<file path="src/rtl/rf_pkg.sv">
// ---------------------------------------------------------------------------
// rf_pkg
// Shared definitions for the register file slice:
//   - default data/index widths and the resulting register count
//   - REG_ZERO, the hard-wired zero register index
//   - WDSel encodings used by the write-back mux that feeds wr_data
// No ports (package).
// ---------------------------------------------------------------------------
package rf_pkg;

   localparam int DATA_W_DEF = 32;
   localparam int ADDR_W_DEF = 5;
   localparam int REG_NUM    = 2 ** ADDR_W_DEF;
   localparam int REG_ZERO   = 0;

   typedef enum logic [1:0] {
      FromALU = 2'b00,
      FromMEM = 2'b01,
      FromPC  = 2'b10
   } wdsel_e;

endpackage

</file>
<file path="src/rtl/rf_scoreboard.sv">
// ---------------------------------------------------------------------------
// rf_scoreboard
// Per-register busy vector for long-latency destinations. A reservation sets
// the busy bit, the matching write-back clears it. Also flags (sticky) a
// reservation issued to a register that is still busy.
// Optional feature macro: RF_BYPASS_EN (same-cycle busy bypass on reads).
// Ports:
//   clk, rst            clock, synchronous active-high reset
//   wr_en, wr_addr      write-back strobe/index (clears busy)
//   rsv_en, rsv_addr    reservation strobe/index (sets busy)
//   rs1_addr, rs2_addr  read indices
//   rs1_busy, rs2_busy  busy lookups for the read indices
//   err_double_rsv      sticky double-reservation error
// ---------------------------------------------------------------------------
module rf_scoreboard
   import rf_pkg::*;
#(
   parameter int ADDR_W = ADDR_W_DEF
) (
   input  logic              clk,
   input  logic              rst,
   input  logic              wr_en,
   input  logic [ADDR_W-1:0] wr_addr,
   input  logic              rsv_en,
   input  logic [ADDR_W-1:0] rsv_addr,
   input  logic [ADDR_W-1:0] rs1_addr,
   input  logic [ADDR_W-1:0] rs2_addr,
   output logic              rs1_busy,
   output logic              rs2_busy,
   output logic              err_double_rsv
);

   localparam int NREG = 2 ** ADDR_W;

   logic [NREG-1:0] busy;
   logic [NREG-1:0] busy_nxt;
   logic            wr_hit;
   logic            rsv_hit;
   logic            err_set;

   always_comb begin
      wr_hit   = wr_en  && (wr_addr  != ADDR_W'(REG_ZERO));
      rsv_hit  = rsv_en && (rsv_addr != ADDR_W'(REG_ZERO));
      busy_nxt = busy;
      // Clear first, then set: a same-edge reservation belongs to the newer
      // instruction and must survive the older instruction's write-back.
      if (wr_hit)  busy_nxt[wr_addr]  = 1'b0;
      if (rsv_hit) busy_nxt[rsv_addr] = 1'b1;
      // A busy bit being released on this very edge is not a double booking.
      err_set  = rsv_hit && busy[rsv_addr] && !(wr_hit && (wr_addr == rsv_addr));
   end

   always_ff @(posedge clk) begin
      if (rst) begin
         busy           <= '0;
         err_double_rsv <= 1'b0;
      end else begin
         busy <= busy_nxt;
         if (err_set) err_double_rsv <= 1'b1;
      end
   end

   always_comb begin
      rs1_busy = 1'b0;
      rs2_busy = 1'b0;
      if (rs1_addr != ADDR_W'(REG_ZERO)) rs1_busy = busy[rs1_addr];
      if (rs2_addr != ADDR_W'(REG_ZERO)) rs2_busy = busy[rs2_addr];
`ifdef RF_BYPASS_EN
      // A register being written this cycle is only busy if it is also being
      // re-reserved on the same edge.
      if (wr_hit && (wr_addr == rs1_addr))
         rs1_busy = rsv_hit && (rsv_addr == rs1_addr);
      if (wr_hit && (wr_addr == rs2_addr))
         rs2_busy = rsv_hit && (rsv_addr == rs2_addr);
`endif
   end

endmodule

</file>
<file path="src/rtl/rf_regfile_sb.sv">
// ---------------------------------------------------------------------------
// rf_regfile_sb
// Register file with two combinational read ports, one synchronous write
// port (fed by the write-back mux) and a per-register busy scoreboard.
// Register x0 reads as zero and ignores writes/reservations.
// Optional feature macro: RF_BYPASS_EN -- a same-cycle write is forwarded to
// matching read ports (data and busy); otherwise reads show pre-edge state.
// Ports:
//   clk, rst                      clock, synchronous active-high reset
//   rs1_addr/rs2_addr             read indices
//   rs1_data/rs2_data             read data (combinational)
//   rs1_busy/rs2_busy             pending-reservation flags for read indices
//   wr_en/wr_addr/wr_data         write-back port
//   rsv_en/rsv_addr               destination reservation at issue
//   err_double_rsv                sticky double-reservation error
// ---------------------------------------------------------------------------
module rf_regfile_sb
   import rf_pkg::*;
#(
   parameter int DATA_W = DATA_W_DEF,
   parameter int ADDR_W = ADDR_W_DEF
) (
   input  logic              clk,
   input  logic              rst,
   input  logic [ADDR_W-1:0] rs1_addr,
   input  logic [ADDR_W-1:0] rs2_addr,
   output logic [DATA_W-1:0] rs1_data,
   output logic [DATA_W-1:0] rs2_data,
   output logic              rs1_busy,
   output logic              rs2_busy,
   input  logic              wr_en,
   input  logic [ADDR_W-1:0] wr_addr,
   input  logic [DATA_W-1:0] wr_data,
   input  logic              rsv_en,
   input  logic [ADDR_W-1:0] rsv_addr,
   output logic              err_double_rsv
);

   localparam int NREG = 2 ** ADDR_W;

   logic [DATA_W-1:0] regs [NREG];
   logic              wr_hit;

   assign wr_hit = wr_en && (wr_addr != ADDR_W'(REG_ZERO));

   always_ff @(posedge clk) begin
      if (rst) begin
         for (int i = 0; i < NREG; i++) regs[i] <= '0;
      end else if (wr_hit) begin
         regs[wr_addr] <= wr_data;
      end
   end

   always_comb begin
      rs1_data = '0;
      rs2_data = '0;
      if (rs1_addr != ADDR_W'(REG_ZERO)) rs1_data = regs[rs1_addr];
      if (rs2_addr != ADDR_W'(REG_ZERO)) rs2_data = regs[rs2_addr];
`ifdef RF_BYPASS_EN
      if (wr_hit && (wr_addr == rs1_addr)) rs1_data = wr_data;
      if (wr_hit && (wr_addr == rs2_addr)) rs2_data = wr_data;
`endif
   end

   rf_scoreboard #(
      .ADDR_W (ADDR_W)
   ) u_sb (
      .clk            (clk),
      .rst            (rst),
      .wr_en          (wr_en),
      .wr_addr        (wr_addr),
      .rsv_en         (rsv_en),
      .rsv_addr       (rsv_addr),
      .rs1_addr       (rs1_addr),
      .rs2_addr       (rs2_addr),
      .rs1_busy       (rs1_busy),
      .rs2_busy       (rs2_busy),
      .err_double_rsv (err_double_rsv)
   );

endmodule

</file>
<file path="config.mk">
export PLATFORM = sky130hd
export DESIGN_NAME = rf_regfile_sb
export DESIGN_NICKNAME = d
export VERILOG_FILES = /design/src/rtl/rf_pkg.sv /design/src/rtl/rf_scoreboard.sv /design/src/rtl/rf_regfile_sb.sv
export SDC_FILE = /design/constraint.sdc
export NUM_CORES = 2
export LEC_CHECK = 0
export ABC_AREA = 1
export BUFFER_PORTS_ARGS = -buffer_cell sky130_fd_sc_hd__clkbuf_2
export CAP_MARGIN = 30
export CORE_UTILIZATION = 30
export CTS_CLUSTER_DIAMETER = 50
export DETAILED_ROUTE_END_ITERATION = 7
export GPL_ROUTABILITY_DRIVEN = 1
export GPL_TIMING_DRIVEN = 1
export PLACE_DENSITY = 0.48
export SLEW_MARGIN = 20
export SYNTH_ARGS = -nofsm -noshare
export SYNTH_HDL_FRONTEND = slang
export SYNTH_SLANG_ARGS = --single-unit
</file>
<file path="constraint.sdc">
create_clock -name clk -period 3.3 [get_ports clk]
set_clock_uncertainty 0.2 [all_clocks]
set_input_delay 0 -clock clk [delete_from_list [all_inputs] [get_ports clk]]
set_output_delay 0 -clock clk [all_outputs]
set_load 0.005 [all_outputs]
</file>
==> metrics.txt <==
# TYPE chip_impl_metric gauge
chip_impl_info{name="status",value="completed"} 1
chip_impl_metric{name="clock_transition_time_at_the_flip_flop_clock_pins_of_the_worst_setup_and_hold_paths",unit="ns"} 0.05
chip_impl_metric{name="timing.final.hold_violations",unit=""} 0
chip_impl_metric{name="global_route.usage.total",unit="%"} 26.3
chip_impl_metric{name="finalWirelength",unit="um"} 265000
chip_impl_metric{name="yosysTopAreaCellShare",unit="%"} 52.9
chip_impl_info{name="worstSetupPathType",value="primary input to register"} 1
chip_impl_info{name="grt_setup_unrepaired",value="no"} 1
chip_impl_metric{name="totalPowerFinal",unit="mW"} 37.7
chip_impl_metric{name="io_buffers",unit=""} 122
chip_impl_info{name="synthMostInstantiatedCell",value="nand2_1"} 1
chip_impl_metric{name="route.vias.total",unit=""} 55142
chip_impl_metric{name="finalCriticalPeriod",unit="ns"} 3.10
chip_impl_metric{name="final_nets",unit=""} 7277
chip_impl_metric{name="gr-total-overflow",unit=""} 0
chip_impl_metric{name="timing.final.crit_share",unit="%"} 94.0
chip_impl_metric{name="setup_bufs_post_cts",unit=""} 0
chip_impl_metric{name="cts_inserted_buffers",unit=""} 153
chip_impl_info{name="r2r_end",value="u_sb.busy[1]$_SDFF_PP0_"} 1
chip_impl_metric{name="die-width",unit="um"} 442
chip_impl_metric{name="clock_insertion_delay_worst_skew",unit="ns"} 0.81
chip_impl_metric{name="synthToLayoutAreaGrowth",unit="%"} 17.6
chip_impl_metric{name="p_leak",unit="nW"} 27.1
chip_impl_metric{name="final-seq-area",unit="um^2"} 31400
chip_impl_info{name="worstSetupStartpoint",value="wr_addr[4]"} 1
chip_impl_metric{name="final_design_area_no_fill",unit="um^2"} 68300
chip_impl_metric{name="total_switching_power",unit="mW"} 10.6
chip_impl_metric{name="post_synth_instance_area",unit="um^2"} 58100
chip_impl_metric{name="die_h",unit="um"} 442
chip_impl_metric{name="die-area",unit="um^2"} 195000
chip_impl_info{name="clk_root_buffer_cell",value="clkbuf_16"} 1
chip_impl_metric{name="combinationalPowerShare",unit="%"} 12.8
chip_impl_metric{name="synth_enable_flop_cells",unit=""} 1024
chip_impl_info{name="critPathCaptureType",value="register"} 1
chip_impl_metric{name="cap_violations",unit=""} 0
chip_impl_metric{name="postSynthRegisterBits",unit=""} 1057
chip_impl_metric{name="maxSlewHeadroom",unit="%"} 33.8
chip_impl_metric{name="p_int",unit="mW"} 27.1
chip_impl_metric{name="wire_length_of_the_first_global_routing_pass",unit="um"} 375000
chip_impl_metric{name="worstMarginPinSlew",unit="ns"} 0.993
chip_impl_metric{name="multi_input_comb_area",unit="um^2"} 23700
chip_impl_metric{name="cts_buffer_depth",unit=""} 3
chip_impl_metric{name="ant_nets",unit=""} 0
chip_impl_metric{name="num_rows",unit=""} 161
chip_impl_metric{name="switching_share_of_total_power",unit="%"} 28.1
chip_impl_info{name="crit-reg2reg-launch",value="u_sb.busy[1]$_SDFF_PP0_"} 1
chip_impl_metric{name="required_worst_endpoint",unit="ns"} 3.79
chip_impl_metric{name="post_cts.resized_instances",unit=""} 0
chip_impl_metric{name="fillerInstances",unit=""} 19437
chip_impl_metric{name="place_area",unit="um^2"} 62500
chip_impl_metric{name="grt_antenna_before_repair",unit=""} 6
chip_impl_metric{name="residual_drc_count",unit=""} 0
chip_impl_metric{name="post_synth_inst_count",unit=""} 7246
chip_impl_metric{name="path_max_fanout",unit=""} 15
chip_impl_info{name="synth_top_flop_cell",value="edfxtp_1"} 1
chip_impl_metric{name="final_slew_viol_count",unit=""} 0
chip_impl_metric{name="irDropWorstVdd",unit="mV"} 0.400
chip_impl_metric{name="hold_buffers",unit=""} 60
chip_impl_metric{name="achievable-frequency",unit="GHz"} 0.322
chip_impl_metric{name="cts_max_level",unit=""} 4
chip_impl_info{name="synth_top_cell_by_area",value="edfxtp_1"} 1
chip_impl_metric{name="pwr-share-seq",unit="%"} 41.9
chip_impl_metric{name="post_drt_wl_per_cell",unit="um"} 26.8
chip_impl_metric{name="synthArstFlopShare",unit="%"} 0
chip_impl_metric{name="setup_viol",unit=""} 0
chip_impl_metric{name="synth.avg_cell_area",unit="um^2"} 8.02
chip_impl_metric{name="core-area",unit="um^2"} 192000
chip_impl_metric{name="io_pins",unit=""} 123
chip_impl_metric{name="sum_neg_setup_slack",unit="ns"} 0
chip_impl_metric{name="pin_count_of_the_biggest_net_entering_global_routing",unit=""} 95
chip_impl_metric{name="hold_slack",unit="ns"} 0.0728
chip_impl_metric{name="hpwlAfterDp",unit="um"} 153000
chip_impl_metric{name="cp_arrival",unit="ns"} 3.59
chip_impl_metric{name="gp_congestion",unit=""} 0.884
chip_impl_metric{name="worst-r2r-setup-slack",unit="ns"} 1.86
chip_impl_metric{name="number_of_sinks_on_the_clock_net",unit=""} 1057
chip_impl_metric{name="initial_core_util",unit="%"} 30.2
chip_impl_metric{name="drive_gt1_share",unit="%"} 9.78
chip_impl_metric{name="timing.reg2reg.worst_path_depth",unit=""} 3
chip_impl_metric{name="synthesis.yosys.warnings",unit=""} 0
chip_impl_info{name="min-delay-path-class",value="primary input to register"} 1
chip_impl_metric{name="clock_power_share",unit="%"} 45.2
chip_impl_info{name="ys_top_cells_by_count",value="nand2_1, nor2_1, edfxtp_1"} 1
chip_impl_info{name="synth_area_leaders",value="edfxtp_1, nand2_1, nor2_1"} 1
chip_impl_metric{name="synth_sequential_area_ratio",unit="%"} 54.1
chip_impl_metric{name="dr.first_iter.drc_count",unit=""} 7412
chip_impl_info{name="tritoncts",value="yes"} 1
chip_impl_metric{name="drt_pass1_iterations",unit=""} 7
chip_impl_metric{name="power_density_over_cell_area",unit="nW/um^2"} 552
chip_impl_metric{name="avgViaCountPerCell",unit=""} 5.58
chip_impl_metric{name="grt_pass1_vias",unit=""} 51933
chip_impl_info{name="cp-endpoint",value="u_sb.busy[12]$_SDFF_PP0_"} 1
chip_impl_metric{name="yosysUniqueCellTypes",unit=""} 31
chip_impl_info{name="crit_path_start_kind",value="primary input"} 1
cell type report:
type,instances,area share [%]
antenna,1,0.00366
clock buffer,179,5.87
clock inverter,103,1.76
inverter,127,0.766
multi-input combinational,5434,34.7
sequential,1057,46.0
tap,2526,4.63
timing repair buffer,448,6.29
registers in the layout (all words and copies together), names as in the netlist:
name	cells
u_sb.busy	32
u_sb.err_double_rsv	1
regs	1024
worst min-delay path by stage:
stage	startpoint	end	slack [ns]	cells past startpoint
after global routing	wr_data[18]	regs[7][18]$_SDFFCE_PN0P_	0.11	4
after CTS	rsv_addr[3]	u_sb.busy[30]$_SDFF_PP0_	0.03	6
final	wr_data[31]	regs[1][31]$_SDFFCE_PN0P_	0.07	4
after global placement	rsv_en	u_sb.busy[4]$_SDFF_PP0_	0.16	3
after detailed placement	rsv_en	u_sb.busy[4]$_SDFF_PP0_	0.17	3
after floorplan	rsv_en	u_sb.busy[4]$_SDFF_PP0_	-0.02	2
power by group through the flow:
stage / logic (mW) / registers, mW / clock network (mW)
6_report: 4.84 / 15.8 / 17.1
3_5_place_dp: 4.71 / 16.1 / 0
4_1_cts: 4.78 / 15.8 / 17.2
5_1_grt: 5.17 / 15.9 / 17.7
3_3_place_gp: 4.66 / 16.1 / 0
2_1_floorplan: 2.63 / 16.0 / 0
cell families (layout without fill, tap and decap cells):
| group | count (synthesis) | count (layout) | share of synthesized area, % |
|---|---|---|---|
| and+or+nand+nor | 4243 | 4243 | 29.4 |
| buffers and inverters | 786 | 857 | 5.64 |
| other | 1 | 33 | 0.00645 |
| AOI/OAI and AO/OA | 1156 | 1156 | 10.8 |
| DFF | 1057 | 1057 | 54.1 |
| xor gates and xnor gates | 3 | 3 | 0.0452 |
worst max-delay path, cell delays in order:
cell	delay (ns)
dlygate4sd3_1	0.52
clkbuf_2	0.23
inv_2	0.12
nand3_2	0.11
o21ai_2	0.13
buf_4	0.18
inv_1	0.24
nand2_1	0.11
inv_1	0.11
nand2_1	0.05
dlygate4sd3_1	0.58
nand2_2	0.07
buf_4	0.38
o22ai_1	0.13
dlygate4sd3_1	0.58
per-layer routing:
metal / share of wire (%) / GRT usage (%) / wire length (um) / vias up
met4: 4.6 / 12.0 / 12100 / 2
met1: 40 / 34.7 / 107000 / 26846
met2: 45 / 41.7 / 120000 / 3362
met5: 0.0030 / 0 / 8 / -
li1: - / - / - / 24322
met3: 9.6 / 4.93 / 25500 / 610
placed cells by master, fill, tap and decap left out, types with 20 or more instances in the layout:
| master | n |
|---|---|
| nand2_1 | 1842 |
| nor2_1 | 1602 |
| edfxtp_1 | 1024 |
| nand3_1 | 718 |
| a21oi_1 | 482 |
| o21ai_0 | 422 |
| buf_4 | 186 |
| clkbuf_16 | 156 |
| o31ai_1 | 151 |
| clkbuf_2 | 113 |
| inv_1 | 100 |
| o22ai_1 | 96 |
| buf_12 | 75 |
| dlygate4sd3_1 | 60 |
| dfxtp_1 | 33 |
| conb_1 | 32 |
| nand2_2 | 30 |
| clkinv_1 | 28 |
| clkinv_2 | 24 |
| clkbuf_1 | 21 |
| bufinv_16 | 20 |
per-stage QoR:
step | worst slack [ns] | util (%) | instances
floorplan | 0.117 | - | 7277
global placement | 0.722 | 32.4 | 9522
detailed placement | 0.730 | 32.5 | 9532
CTS | 0.348 | 35.5 | 9874
global route | 0.131 | 35.5 | 9875
finish | 0.199 | 35.5 | 9875
Note: power is estimated with default switching activity, not from simulation.
